### src/rtl/cf_ide_pio_engine.sv
// CompactFlash true-IDE PIO cycle engine: timed ATA register cycles behind an
// Avalon slave, with presence debounce and a small control/status register slave.
module cf_ide_pio_engine #(
    parameter int DEBOUNCE_CYCLES = 25000,
    parameter int DEB_W           = 15,
    parameter int SETUP_CYC       = 2,
    parameter int ACTIVE_RST      = 6,
    parameter int RECOVERY_CYC    = 4,
    parameter int IORDY_TIMEOUT   = 1024,
    parameter int TO_W            = 11
) (
    input  logic        clk,
    input  logic        reset,
    input  logic [3:0]  av_ide_address,
    input  logic        av_ide_chipselect,
    input  logic        av_ide_read,
    input  logic        av_ide_write,
    input  logic [15:0] av_ide_writedata,
    output logic [15:0] av_ide_readdata,
    output logic        av_ide_waitrequest,
    output logic        av_ide_irq,
    input  logic [1:0]  av_ctl_address,
    input  logic        av_ctl_read,
    input  logic        av_ctl_write,
    input  logic [7:0]  av_ctl_writedata,
    output logic [7:0]  av_ctl_readdata,
    output logic        av_ctl_irq,
    output logic [2:0]  addr,
    output logic [1:0]  cs_n,
    output logic        iord_n,
    output logic        iowr_n,
    output logic [15:0] data_out,
    output logic        data_oe,
    input  logic [15:0] data_in,
    input  logic        iordy,
    input  logic        intrq,
    input  logic        detect_n,
    output logic        power,
    output logic        reset_n_cf
);

    localparam int CNT_W = (TO_W > 8) ? TO_W : 8;

    typedef enum logic [2:0] {
        S_IDLE,
        S_SETUP,
        S_ACTIVE,
        S_WAIT_RDY,
        S_DONE,
        S_RECOVER
    } state_t;

    state_t state, state_next;

    logic [DEB_W-1:0] deb_cnt;
    logic             present;
    logic             present_q;

    logic       power_en;
    logic       cf_reset;
    logic       ctl_irq_en;
    logic       iordy_en;
    logic       ide_irq_en;
    logic       timeout_flag;
    logic       timeout_q;
    logic       ctl_irq;
    logic [7:0] active_len;
    logic [7:0] ctl_rdata;
    logic [7:0] ctl_mux;

    logic [CNT_W-1:0] cnt;
    logic [7:0]       cyc_len;
    logic             cyc_wr;
    logic             cyc_cs1;
    logic             aborted;
    logic [2:0]       cyc_addr;
    logic [15:0]      cyc_wdata;
    logic [15:0]      rdata;

    logic request;
    logic accept;
    logic cnt_clr;
    logic capture;
    logic fill_ff;
    logic set_abort;
    logic set_timeout;
    logic strobe;
    logic drive;

    assign request = av_ide_chipselect & (av_ide_read | av_ide_write);

    // Presence: count consecutive low detect_n clocks, saturating at the threshold.
    assign present = (deb_cnt == DEB_W'(DEBOUNCE_CYCLES));

    always_ff @(posedge clk) begin
        if (reset) begin
            deb_cnt <= '0;
        end else if (detect_n) begin
            deb_cnt <= '0;
        end else if (!present) begin
            deb_cnt <= deb_cnt + 1'b1;
        end
    end

    always_comb begin
        ctl_mux = 8'h00;
        unique case (av_ctl_address)
            2'd0:    ctl_mux = {4'b0, ctl_irq_en, cf_reset, power_en, present};
            2'd1:    ctl_mux = {6'b0, iordy_en, ide_irq_en};
            2'd2:    ctl_mux = {7'b0, timeout_flag};
            default: ctl_mux = active_len;
        endcase
    end

    always_ff @(posedge clk) begin
        if (reset) begin
            power_en     <= 1'b0;
            cf_reset     <= 1'b0;
            ctl_irq_en   <= 1'b0;
            iordy_en     <= 1'b0;
            ide_irq_en   <= 1'b0;
            timeout_flag <= 1'b0;
            timeout_q    <= 1'b0;
            present_q    <= 1'b0;
            ctl_irq      <= 1'b0;
            active_len   <= 8'(ACTIVE_RST);
            ctl_rdata    <= 8'h00;
        end else begin
            if (av_ctl_write) begin
                unique case (av_ctl_address)
                    2'd0:    {ctl_irq_en, cf_reset, power_en} <= av_ctl_writedata[3:1];
                    2'd1:    {iordy_en, ide_irq_en} <= av_ctl_writedata[1:0];
                    2'd2:    ;
                    default: active_len <= (av_ctl_writedata == 8'h00) ? 8'h01 : av_ctl_writedata;
                endcase
            end
            if (set_timeout) begin
                timeout_flag <= 1'b1;
            end else if (av_ctl_write && av_ctl_address == 2'd2 && av_ctl_writedata[0]) begin
                timeout_flag <= 1'b0;
            end
            timeout_q <= timeout_flag;
            present_q <= present;
            // A new event wins over a clearing read in the same clock.
            if (ctl_irq_en && ((present != present_q) || (timeout_flag && !timeout_q))) begin
                ctl_irq <= 1'b1;
            end else if (av_ctl_read && av_ctl_address == 2'd0) begin
                ctl_irq <= 1'b0;
            end
            if (av_ctl_read) begin
                ctl_rdata <= ctl_mux;
            end
        end
    end

    always_ff @(posedge clk) begin
        if (reset) begin
            state <= S_IDLE;
        end else begin
            state <= state_next;
        end
    end

    always_comb begin
        state_next  = state;
        accept      = 1'b0;
        cnt_clr     = 1'b0;
        capture     = 1'b0;
        fill_ff     = 1'b0;
        set_abort   = 1'b0;
        set_timeout = 1'b0;
        // Pins are gated by present so a pulled card sees its strobes drop at once.
        drive  = (state != S_IDLE) && !aborted && present;
        strobe = ((state == S_ACTIVE) || (state == S_WAIT_RDY)) && present;
        unique case (state)
            S_IDLE: begin
                if (request) begin
                    accept  = 1'b1;
                    cnt_clr = 1'b1;
                    if (!present) begin
                        fill_ff    = 1'b1;
                        set_abort  = 1'b1;
                        state_next = S_DONE;
                    end else begin
                        state_next = S_SETUP;
                    end
                end
            end
            S_SETUP: begin
                if (!present) begin
                    fill_ff    = 1'b1;
                    set_abort  = 1'b1;
                    state_next = S_DONE;
                end else if (cnt == CNT_W'(SETUP_CYC - 1)) begin
                    cnt_clr    = 1'b1;
                    state_next = S_ACTIVE;
                end
            end
            S_ACTIVE: begin
                if (!present) begin
                    fill_ff    = 1'b1;
                    set_abort  = 1'b1;
                    state_next = S_DONE;
                end else if (cnt == CNT_W'(cyc_len - 8'd1)) begin
                    cnt_clr = 1'b1;
                    if (iordy_en && !iordy) begin
                        state_next = S_WAIT_RDY;
                    end else begin
                        capture    = 1'b1;
                        state_next = S_DONE;
                    end
                end
            end
            S_WAIT_RDY: begin
                if (!present) begin
                    fill_ff    = 1'b1;
                    set_abort  = 1'b1;
                    state_next = S_DONE;
                end else if (iordy) begin
                    capture    = 1'b1;
                    state_next = S_DONE;
                end else if (cnt == CNT_W'(IORDY_TIMEOUT - 1)) begin
                    fill_ff     = 1'b1;
                    set_timeout = 1'b1;
                    state_next  = S_DONE;
                end
            end
            S_DONE: begin
                cnt_clr    = 1'b1;
                state_next = S_RECOVER;
            end
            S_RECOVER: begin
                if (cnt == CNT_W'(RECOVERY_CYC - 1)) begin
                    state_next = S_IDLE;
                end
            end
            default: state_next = S_IDLE;
        endcase
    end

    always_ff @(posedge clk) begin
        if (reset) begin
            cnt      <= '0;
            cyc_wr   <= 1'b0;
            cyc_cs1  <= 1'b0;
            cyc_addr <= 3'd0;
            cyc_len  <= 8'(ACTIVE_RST);
            aborted  <= 1'b0;
        end else begin
            if (cnt_clr) begin
                cnt <= '0;
            end else if (state != S_IDLE) begin
                cnt <= cnt + 1'b1;
            end
            // active_len is sampled once per cycle so mid-cycle writes wait for the next one.
            if (accept) begin
                cyc_wr   <= av_ide_write;
                cyc_cs1  <= av_ide_address[3];
                cyc_addr <= av_ide_address[2:0];
                cyc_len  <= active_len;
                aborted  <= set_abort;
            end else if (set_abort) begin
                aborted <= 1'b1;
            end
        end
    end

    always_ff @(posedge clk) begin
        if (accept) begin
            cyc_wdata <= av_ide_writedata;
        end
        if (capture) begin
            rdata <= data_in;
        end else if (fill_ff) begin
            rdata <= 16'hFFFF;
        end
    end

    assign av_ide_waitrequest = request & (state != S_DONE);
    assign av_ide_readdata    = rdata;
    assign av_ide_irq         = ide_irq_en & present & intrq;
    assign av_ctl_readdata    = ctl_rdata;
    assign av_ctl_irq         = ctl_irq;

    assign addr       = cyc_addr;
    assign cs_n       = drive ? (cyc_cs1 ? 2'b01 : 2'b10) : 2'b11;
    assign iord_n     = ~(strobe & ~cyc_wr);
    assign iowr_n     = ~(strobe & cyc_wr);
    assign data_out   = cyc_wdata;
    assign data_oe    = drive & cyc_wr;
    assign power      = power_en & present;
    assign reset_n_cf = ~(cf_reset | reset | ~present);

endmodule

### config.mk
export PLATFORM = sky130hd
export DESIGN_NAME = cf_ide_pio_engine
export DESIGN_NICKNAME = d
export VERILOG_FILES = /design/src/rtl/cf_ide_pio_engine.sv
export SDC_FILE = /design/constraint.sdc
export NUM_CORES = 1
export LEC_CHECK = 0
export CAP_MARGIN = 20
export CORE_ASPECT_RATIO = 0.7
export CORE_MARGIN = 2
export CORE_UTILIZATION = 53
export DETAILED_ROUTE_END_ITERATION = 7
export PLACE_DENSITY = 0.88
export SKIP_CTS_REPAIR_TIMING = 1
export SLEW_MARGIN = 20
export SYNTH_ARGS = -nofsm -noshare
export SYNTH_HDL_FRONTEND = slang
export SYNTH_SLANG_ARGS = --single-unit
### constraint.sdc
create_clock -name clk -period 8.8 [get_ports clk]
set_input_delay 1.76 -clock clk [delete_from_list [all_inputs] [get_ports clk]]
set_output_delay 1.76 -clock clk [all_outputs]
set_load 0.05 [all_outputs]
==> summary.md <==
| Metric | Value |
|---|---|
| Status | finished clean |
| Pwr dens | 191 nW/um^2 |
| CP Class | in -> out |
| Clk slew on worst S/H paths | 0.06 ns |
| Drt drc | 0 |
| I/O pin cnt | 109 |
| Fillers | 653 |
| RSZ-0062 raised after global routing | no |
| Worst R2R Start | cyc_len[0] |
| Area leader, netlist | dfxtp_1 |
| Worst endpoint data arrival time | 3.55 ns |
| Max_slew headroom | 47.1% |
| Post-synthesis sequential area ratio | 51.8% |
| CTS Buf Count | 9 |
| Core Util, Final | 70.7% |
| DR iter-0 viols | 312 |
| Hold Slack | 0.468 ns |
| Aggregate routed wire length | 10900 microns |
| Placed instance area | 5600 sq um |
| Core Area | 8340 sq um |
| CTS tree | yes |
| Yosys warns | 0 |
| Sequential cell area | 2320 sq um |
| FMAX | 188 MHz |
| Mapped cell area | 4480 sq um |
| Final setup TNS | 0 ns |
| Main flop type after synthesis | dfxtp_1 |
| Post-synth top area share | 30.4% |
| Die Ht | 80.9 microns |
| Synthesized Nets | 526 |
| Mean Syn Cell Area | 9.63 sq um |
| Detail-routed via count per cell | 5.65 |
| Least-Margin Pin Slew | 0.791 ns |
| Shortest period the worst path allows | 5.31 ns |
| Vias in the first global route | 3682 |
| Critical Path RT | 7.04 ns |
| Largest net degree at the start of global routing | 45 |
| GRT Residual Overflow | 0 |
| DRT antenna net count | 0 |
| H-tree levels | 3 |
| Footprint of the multi-input gates | 2010 sq um |
| Layout cell share with drive strength beyond 1 | 6.16% |
| Die area | 9210 sq um |
| First-pass GRT wire length | 17700 microns |
| Slew Limit Fails | 0 |
| Worst-path fanout max | 44 |
| Lkg Pwr | 2.03 nW |
| Post-Route Skew | 0.00760 ns |
| Worst Setup SP | reset |
| EDFF count, synth | 32 |
| # rows | 28 |
| Most frequent cells in the layout | clkdlybuf4s50_1, dfxtp_1, nand2_1 |
| Worst R2R Path Depth | 9 |
| Clock root buffer | clkbuf_16 |
| Initial Util | 53.7% |
| Ant. Diodes | 0 |
| Final setup violation count | 0 |
| Initial antenna violation count | 0 |
| Die Wd | 114 microns |
| Cell count after synthesis | 465 |
| CP startpoint kind | primary input |
| HPWL Detailed | 7790 microns |
| Routability congestion estimate | 0.829 |
| FF-to-FF setup slack | 5.35 ns |
| CTS max path bufs | 2 |
| DRT Pass-1 Iters | 5 |
| Final net count | 624 |
| Top cells by area, synth | dfxtp_1, edfxtp_1, nand2_1, a21oi_1, nor2_1 |
| Yosys reg bits | 100 |
| Tot GR Track Use | 24.6% |
| Post-synth cell types | 58 |
| Reg-to-Reg End | av_ide_readdata[3] |
| Wire per inst | 16.1 microns |
| Port Buffer Count | 108 |
| Final period util | 60.4% |
| Total power | 1.13 mW |
| Critical path destination | reset_n_cf |
| CP endpoint kind | output port |
| Clock Sinks | 100 |
| Peak VDD IR | 0.000136 V |
| Post-route cell area | 5890 sq um |
| Syn-to-layout area delta | 31.5% |
| Ys async rst share | 0% |
| Commonest non-fill, non-tap cell in the layout | clkdlybuf4s50_1 |
| Routed vias | 3800 |
| Worst-skew pair later-pin latency | 0.34 ns |
| Max-cap violation count | 0 |
| Path type of the worst min-delay path | reg -> reg |
| Final hold violations | 0 |
-- metrics by stage --
stage / cells / setup slack (ns)
finish: 673 / 3.49
global route: 673 / 3.41
CTS: 673 / 3.49
detailed placement: 657 / 3.48
global placement: 657 / 3.53
floorplan: 465 / 3.83
-- synth_stat cells, types with 5 or more instances --
master    instances
dfxtp_1          68
nand2_1          60
nor2_1           48
a21oi_1          37
edfxtp_1         32
xor2_1           20
clkbuf_1         16
nand3_1          16
nor3_1           13
or2_1            12
xnor2_1          11
inv_1            10
nand4_1           9
or2_2             9
nand2b_1          8
o21ai_0           8
and3_1            7
nand3b_1          7
a211oi_1          5
ha_1              5
mux2i_1           5
-- cell type report --
| type | instances | area share, % |
|---|---|---|
| clock buffers | 9 | 3.82 |
| inverters | 10 | 0.637 |
| well taps | 105 | 2.23 |
| repair buffers | 110 | 18.6 |
| flip-flops and latches | 100 | 39.4 |
| clock inverters | 7 | 1.13 |
| multi-input cells | 332 | 34.2 |
-- flip-flops by register name, indices dropped and copies added (netlist names) --
| name | flops |
|---|---|
| av_ide_readdata | 16 |
| timeout_flag | 1 |
| cyc_cs1 | 1 |
| timeout_q | 1 |
| aborted | 1 |
| data_out | 16 |
| iordy_en | 1 |
| av_ctl_irq | 1 |
| cyc_wr | 1 |
| active_len | 8 |
| state | 3 |
| deb_cnt | 15 |
| cf_reset | 1 |
| present_q | 1 |
| cyc_len | 8 |
| addr | 3 |
| ctl_irq_en | 1 |
| power_en | 1 |
| ide_irq_en | 1 |
| av_ctl_readdata | 8 |
| cnt | 11 |
-- critical path, stage by stage --
cell and delay [ns]:
clkdlybuf4s50_1 0.40, buf_4 0.27, nor3_1 0.24, clkdlybuf4s50_1 0.86
-- how the worst min path moves through the flow --
stage,slack [ns],to,depth (start not counted),start
3_5_place_dp,0.45,addr[0],2,addr[0]
4_1_cts,0.47,addr[0],2,addr[0]
3_3_place_gp,0.45,addr[1],2,addr[1]
6_report,0.47,timeout_q,2,timeout_flag
5_1_grt,0.48,addr[2],2,addr[2]
2_1_floorplan,0.43,timeout_q,2,timeout_flag
-- per-layer routing --
layer | track usage [%] | share of wire, %
met1 | 31.4 | 43
met5 | 0 | 0
met2 | 40.7 | 47
met4 | 7.93 | 1.5
met3 | 7.16 | 8.3
-- power by group --
| part | internal (mW) | leakage, nW | total [mW] | switching, mW |
|---|---|---|---|---|
| Combinational | 0.0784 | 1.08 | 0.209 | 0.131 |
| Sequential | 0.506 | 0.802 | 0.530 | 0.0238 |
| Clock | 0.219 | 0.147 | 0.387 | 0.168 |
| Total | 0.804 | 2.03 | 1.13 | 0.323 |
-- cell families after synthesis --
family	share of synthesized area (%)
adder cells (fa/ha/maj)	1.40
buffers and inverters	3.21
AO/OA/AOI/OAI	10.7
AND/OR/NAND/NOR	25.2
flip-flops	51.8
multiplexers	1.62
XOR/XNOR	6.06
Note: power is estimated with default switching activity, not from simulation.
